File: config.mk
export PLATFORM = sky130hd
export DESIGN_NAME = any1_bitfield_pipe
export DESIGN_NICKNAME = d
export VERILOG_FILES = /design/src/rtl/any1_bitfield_pipe.sv
export SDC_FILE = /design/constraint.sdc
export NUM_CORES = 2
export LEC_CHECK = 0
export BUFFER_PORTS_ARGS = -buffer_cell sky130_fd_sc_hd__buf_2
export CAP_MARGIN = 20
export CELL_PAD_IN_SITES_DETAIL_PLACEMENT = 0
export CELL_PAD_IN_SITES_GLOBAL_PLACEMENT = 1
export CORE_UTILIZATION = 46
export DETAILED_ROUTE_END_ITERATION = 6
export HOLD_SLACK_MARGIN = 0.12
export PLACE_DENSITY_LB_ADDON = 0.2
export REMOVE_ABC_BUFFERS = 1
export SYNTH_ARGS = -nofsm -noshare
export SYNTH_HDL_FRONTEND = slang
export SYNTH_SLANG_ARGS = --single-unit
File: constraint.sdc
create_clock -name clk_i -period 35.7 [get_ports clk_i]
set_input_delay 1.785 -clock clk_i [delete_from_list [all_inputs] [get_ports clk_i]]
set_output_delay 1.785 -clock clk_i [all_outputs]
set_load 0.02 [all_outputs]
File: src/rtl/any1_bitfield_pipe.sv
// any1_bitfield_pipe: two-stage bitfield execution unit for the ANY-1 integer
// datapath. S1 captures the operands and the clamped field mask; S2 computes
// and holds the result. Valid/ready on both sides with full backpressure.
module any1_bitfield_pipe #(
  parameter int DWIDTH = 64,
  parameter int TAGW   = 6,
  localparam int PW    = $clog2(DWIDTH)
) (
  input  logic              rst_i,
  input  logic              clk_i,
  input  logic              req_valid_i,
  output logic              req_ready_o,
  input  logic [3:0]        op_i,
  input  logic [DWIDTH-1:0] a_i,
  input  logic [DWIDTH-1:0] b_i,
  input  logic [DWIDTH-1:0] c_i,
  input  logic [DWIDTH-1:0] d_i,
  input  logic [TAGW-1:0]   tag_i,
  output logic              res_valid_o,
  input  logic              res_ready_i,
  output logic [DWIDTH-1:0] res_o,
  output logic [DWIDTH-1:0] mask_o,
  output logic [TAGW-1:0]   tag_o
);

  localparam logic [3:0] OP_SET  = 4'd0;
  localparam logic [3:0] OP_CLR  = 4'd1;
  localparam logic [3:0] OP_CHG  = 4'd2;
  localparam logic [3:0] OP_INS  = 4'd3;
  localparam logic [3:0] OP_EXT  = 4'd4;
  localparam logic [3:0] OP_EXTU = 4'd5;
  localparam logic [3:0] OP_FFO  = 4'd6;
  localparam logic [3:0] OP_CNT  = 4'd7;

  // Bits mb..min(mb+mw, DWIDTH-1). The end index is formed one bit wider so
  // that a field running past the MSB saturates instead of wrapping.
  function automatic logic [DWIDTH-1:0] field_mask(input logic [PW-1:0] mb,
                                                   input logic [PW-1:0] mw);
    logic [PW:0]       me;
    logic [DWIDTH-1:0] lo;
    logic [DWIDTH-1:0] hi;
    me = {1'b0, mb} + {1'b0, mw};
    lo = {DWIDTH{1'b1}} << mb;
    // ~me equals DWIDTH-1-me because DWIDTH-1 is all ones in PW bits
    hi = me[PW] ? {DWIDTH{1'b1}} : ({DWIDTH{1'b1}} >> (~me[PW-1:0]));
    return lo & hi;
  endfunction

  logic              s2_load;
  logic              accept;
  logic [PW-1:0]     mb_in;
  logic [PW-1:0]     mw_in;

  logic              s1_valid_q;
  logic [3:0]        s1_op_q;
  logic [DWIDTH-1:0] s1_a_q;
  logic [DWIDTH-1:0] s1_b_q;
  logic [DWIDTH-1:0] s1_mask_q;
  logic [PW-1:0]     s1_mb_q;
  logic [PW-1:0]     s1_mw_q;
  logic [TAGW-1:0]   s1_tag_q;

  logic              res_valid_q;
  logic [DWIDTH-1:0] res_q;
  logic [DWIDTH-1:0] mask_q;
  logic [TAGW-1:0]   tag_q;
  logic [DWIDTH-1:0] res_d;
  logic [DWIDTH-1:0] mask_d;

  logic [2*DWIDTH-1:0] funnel;
  logic [DWIDTH-1:0]   t;
  logic [DWIDTH-1:0]   keep;
  logic [DWIDTH-1:0]   am;
  logic [PW-1:0]       ffo_idx;
  logic                ffo_hit;
  logic [PW:0]         cnt;

  // Only the low PW bits of the offset/width operands are meaningful.
  logic unused_hi;
  assign unused_hi = ^{c_i[DWIDTH-1:PW], d_i[DWIDTH-1:PW]};

  assign mb_in       = c_i[PW-1:0];
  assign mw_in       = d_i[PW-1:0];
  assign s2_load     = !res_valid_q | res_ready_i;
  assign req_ready_o = !s1_valid_q | s2_load;
  assign accept      = req_valid_i & req_ready_o;

  // S1 occupancy: refilled (or emptied) whenever it can move on
  always_ff @(posedge clk_i or posedge rst_i) begin
    if (rst_i) begin
      s1_valid_q <= 1'b0;
    end else if (req_ready_o) begin
      s1_valid_q <= req_valid_i;
    end
  end

  // S1 payload, captured only when a request is accepted
  always_ff @(posedge clk_i) begin
    if (accept) begin
      s1_op_q   <= op_i;
      s1_a_q    <= a_i;
      s1_b_q    <= b_i;
      s1_mb_q   <= mb_in;
      s1_mw_q   <= mw_in;
      s1_tag_q  <= tag_i;
      s1_mask_q <= field_mask(mb_in, mw_in);
    end
  end

  // S1 -> S2 datapath: per-op result from the registered operands and mask
  always_comb begin
    funnel  = {s1_b_q, s1_a_q} >> s1_mb_q;
    t       = funnel[DWIDTH-1:0];
    keep    = {DWIDTH{1'b1}} >> (~s1_mw_q);
    am      = s1_a_q & s1_mask_q;
    ffo_idx = '0;
    ffo_hit = 1'b0;
    cnt     = '0;
    for (int n = 0; n < DWIDTH; n++) begin
      if (am[n]) begin
        ffo_idx = PW'(n);
        ffo_hit = 1'b1;
        cnt     = cnt + (PW+1)'(1);
      end
    end
    res_d  = '0;
    mask_d = s1_mask_q;
    case (s1_op_q)
      OP_SET:  res_d = s1_a_q | s1_mask_q;
      OP_CLR:  res_d = s1_a_q & ~s1_mask_q;
      OP_CHG:  res_d = s1_a_q ^ s1_mask_q;
      OP_INS:  res_d = (s1_a_q & ~s1_mask_q) | ((s1_b_q << s1_mb_q) & s1_mask_q);
      OP_EXTU: res_d = t & keep;
      OP_EXT:  res_d = (t & keep) | ({DWIDTH{t[s1_mw_q]}} & ~keep);
      OP_FFO:  res_d = ffo_hit ? DWIDTH'(ffo_idx - s1_mb_q) : {DWIDTH{1'b1}};
      OP_CNT:  res_d = DWIDTH'(cnt);
      default: begin
        res_d  = '0;
        mask_d = '0;
      end
    endcase
  end

  // S2 output register: loads when empty or being drained, holds otherwise
  always_ff @(posedge clk_i or posedge rst_i) begin
    if (rst_i) begin
      res_valid_q <= 1'b0;
      res_q       <= '0;
      mask_q      <= '0;
      tag_q       <= '0;
    end else if (s2_load) begin
      res_valid_q <= s1_valid_q;
      if (s1_valid_q) begin
        res_q  <= res_d;
        mask_q <= mask_d;
        tag_q  <= s1_tag_q;
      end
    end
  end

  assign res_valid_o = res_valid_q;
  assign res_o       = res_q;
  assign mask_o      = mask_q;
  assign tag_o       = tag_q;

endmodule

==> results.md <==
- Status: finished, violations left
- Failing checks: design-rule violations
- First-pass GRT wire length: between 200000 and 250000 µm
- Fin crit share: 0.926
- Core area: 0.0886 mm²
- Slowest CP cell: edfxtp_1
- Initial antenna violation count: 8
- I/O Pins: around 400
- Main synth FF type: edfxtp_1
- Kind of critical path: flop to flop
- Via density: around 6.3
- Hold Path Class: flop to flop
- Total CTS buffers: 42
- Relative slew slack: 0.221
- Initial Util: 0.466
- GR Overflow Total: 0
- Initial DRT Pass Iterations: 7
- Wire per inst: 27.0 µm
- Setup crit end kind: flop
- Clock sinks: 350
- Synthesis-to-layout area growth: 9.27%
- Final setup vio count: 0
- Clock tree buffer depth: 3
- Vias post-DR: 40000
- Beginning of the worst hold path: s1_tag_q[5]
- Share of cells above drive strength 1: 0.145
- Die height: 302 µm
- # rows: approximately 110
- Die Area: just over 0.09 mm²
- Final std cells w/o fill: 6369
- CTS tree: built
- MaxCap Viol Count: 0
- Largest net degree at the start of global routing: 93
- CTS H-Tree Depth: 2
- Gr usage total: 0.368
- Slew Viols, Final: 0
- Antenna-violating nets left: 0
- Register area share after synthesis: 0.238
- WP data required: ~36 ns
- Async SR Flop Fraction: 0.389
- Tmin final: 33.07 ns
- 1st-iter DRT viols: roughly 4500
- Fmax: just over 0.03 GHz
- Cell depth of the worst flop-to-flop path: between 150 and 200
- Reg-to-reg critical path startpoint: s1_a_q[0]
- Hold path endpoint: tag_o[5]
- Register bit count reported by yosys: 350
- EDFF count, synth: around 210
- Max FO, Critical Path: 7
- Post-Route WL: roughly 170000 µm
- Clock Skews: between 0.02 and 0.025 ns
- Worst setup margin: ~2.6 ns
- Synth cell types: 102
- Hold buffers post-CTS: 0
- CTS root buffer: clkbuf_16
- Final Hold Fails: 0
- Most frequent cells in the layout: nor2_1, nand2_1, o21ai_0
- Layout Nets: between 5000 and 6000
- Skew-Pair Late Insertion Delay: 0.62 ns
- Mapped Area: 0.0413 mm²
- PortBufs: between 200 and 300
- Syn avg cell area: 8.09 µm²
- Dpl cells: approximately 6300
- Drt drc: 27
- Die width: 302 µm
- Ranking of synthesized cells by area: edfxtp_1, dfrtp_1, ha_1
- CP most frequent cell: ha_1
- Vias in the first global route: ~37000
- Synth top area share: 0.156
- Hold path depth: 2
- Largest area contributor in the synthesized netlist: edfxtp_1
- Worst-margin pin slew: approximately 1.2 ns
- HPWL Detailed: between 100000 and 150000 µm
- Worst-path clk slew: around 0.060 ns
- RePlAce Congestion: approximately 1.1
- Worst Path Arrival: approximately 34 ns
- Synth Warn #: 0
- Post-synthesis cell count: 5107
- Crit-path max cell delay: 0.42 ns
- CP startpoint kind: flop
- Most common cell after layout, fill and taps aside: nor2_1
- R2R Setup Slk: about 2.6 ns
- RR Endpoint: res_o[4]
- DP Worst Slack: between 0.7 and 0.8 ns
[area by class of cell]
class                      count  area [µm²]
antenna                        6        15.0
clock buffer                  54        1170
clock inverter                24         284
fill                        8730       43500
inverter                     222         852
multi-input combinational   4176       29500
sequential                   350        9830
tap                         1165        1460
timing repair buffer         372        2080
[worst max-delay path by stage]
stage | startpoint | end | slack, ns | cells after the start
after detailed placement | s1_a_q[1] | res_o[4] | 0.79 | 183
final | s1_a_q[0] | res_o[4] | 2.63 | 182
after global placement | s1_a_q[1] | res_o[4] | 1.07 | 184
after floorplan | s1_a_q[1] | res_o[4] | 5.18 | 185
after global routing | s1_a_q[0] | res_o[4] | -0.06 | 186
after CTS | s1_a_q[1] | res_o[4] | 0.63 | 183
[state kept, by name (all words and copies together), names as in the netlist]
signal,cells
res_valid_o,1
s1_b_q,64
s1_tag_q,6
s1_a_q,64
s1_valid_q,1
mask_o,64
res_o,64
s1_mb_q,6
s1_op_q,4
tag_o,6
s1_mw_q,6
s1_mask_q,64
[stage by stage]
| stage | setup TNS (ns) | hold slack (ns) | utilization | area (µm²) |
|---|---|---|---|---|
| 2_1_floorplan | 0 | 0.415 | - | 40000 |
| 3_3_place_gp | 0 | 0.418 | 0.490 | 43400 |
| 3_5_place_dp | 0 | 0.422 | 0.490 | 43400 |
| 4_1_cts | 0 | 0.436 | 0.507 | 44900 |
| 5_1_grt | -0.0934 | 0.468 | 0.509 | 45100 |
| 6_report | 0 | 0.431 | 0.509 | 45100 |
[per-layer routing]
| metal | vias up | GRT usage | share of wire |
|---|---|---|---|
| li1 | 18500 | - | - |
| met1 | 19100 | 0.476 | 0.40 |
| met2 | 1956 | 0.563 | 0.43 |
| met3 | 443 | 0.0738 | 0.092 |
| met4 | 4 | 0.230 | 0.073 |
| met5 | - | 0.00880 | 0.00074 |
[logic make-up (layout without fill, tap and decap cells)]
kind of cell               Yosys count  count (layout)  share of synthesized area
AOI/OAI and AO/OA                 1335            1335                      0.209
xor gates and xnor gates           373             373                     0.0999
adders and majority gates          271             271                     0.0824
buffers and inverters              581             672                     0.0531
DFF                                350             350                      0.238
muxes                              435             435                      0.132
other                                0               6                          0
and+or+nand+nor                   1762            1762                      0.185
[repair_timing]
| item | in CTS | in global routing |
|---|---|---|
| hold endpoints to repair | 0 | 0 |
| buffers inserted | 0 | 13 |
| gates resized for setup | 0 | 33 |
| endpoints found under the setup margin | 0 | 6 |
[cells in the mapped netlist, types with 65 or more instances]
library cell,count
mux2i_1,288
mux4_2,82
nor3_1,105
a21oi_1,301
edfxtp_1,214
a211oi_1,78
o21ai_0,354
nor2_1,682
o31ai_1,83
dfrtp_1,136
nand3_1,77
nand2_1,602
clkbuf_1,292
xnor2_1,188
xor2_1,110
ha_1,269
a221oi_1,71
o211ai_1,85
nand2b_1,91
mux2_2,65
inv_1,214
[worst max-delay path: cells and delay by family (launching register included)]
| family | cells | cell delay (ns) |
|---|---|---|
| buf+inv | 9 | 0.59 |
| flops | 1 | 0.42 |
| simple gates | 35 | 4.07 |
| fa+ha+maj | 33 | 10.02 |
| compound gates | 65 | 10.34 |
| xor+xnor | 26 | 4.26 |
| mux | 14 | 3.17 |
Power is not shown: default switching activity piles up to over one toggle a cycle in this logic, so the estimate is an artifact.
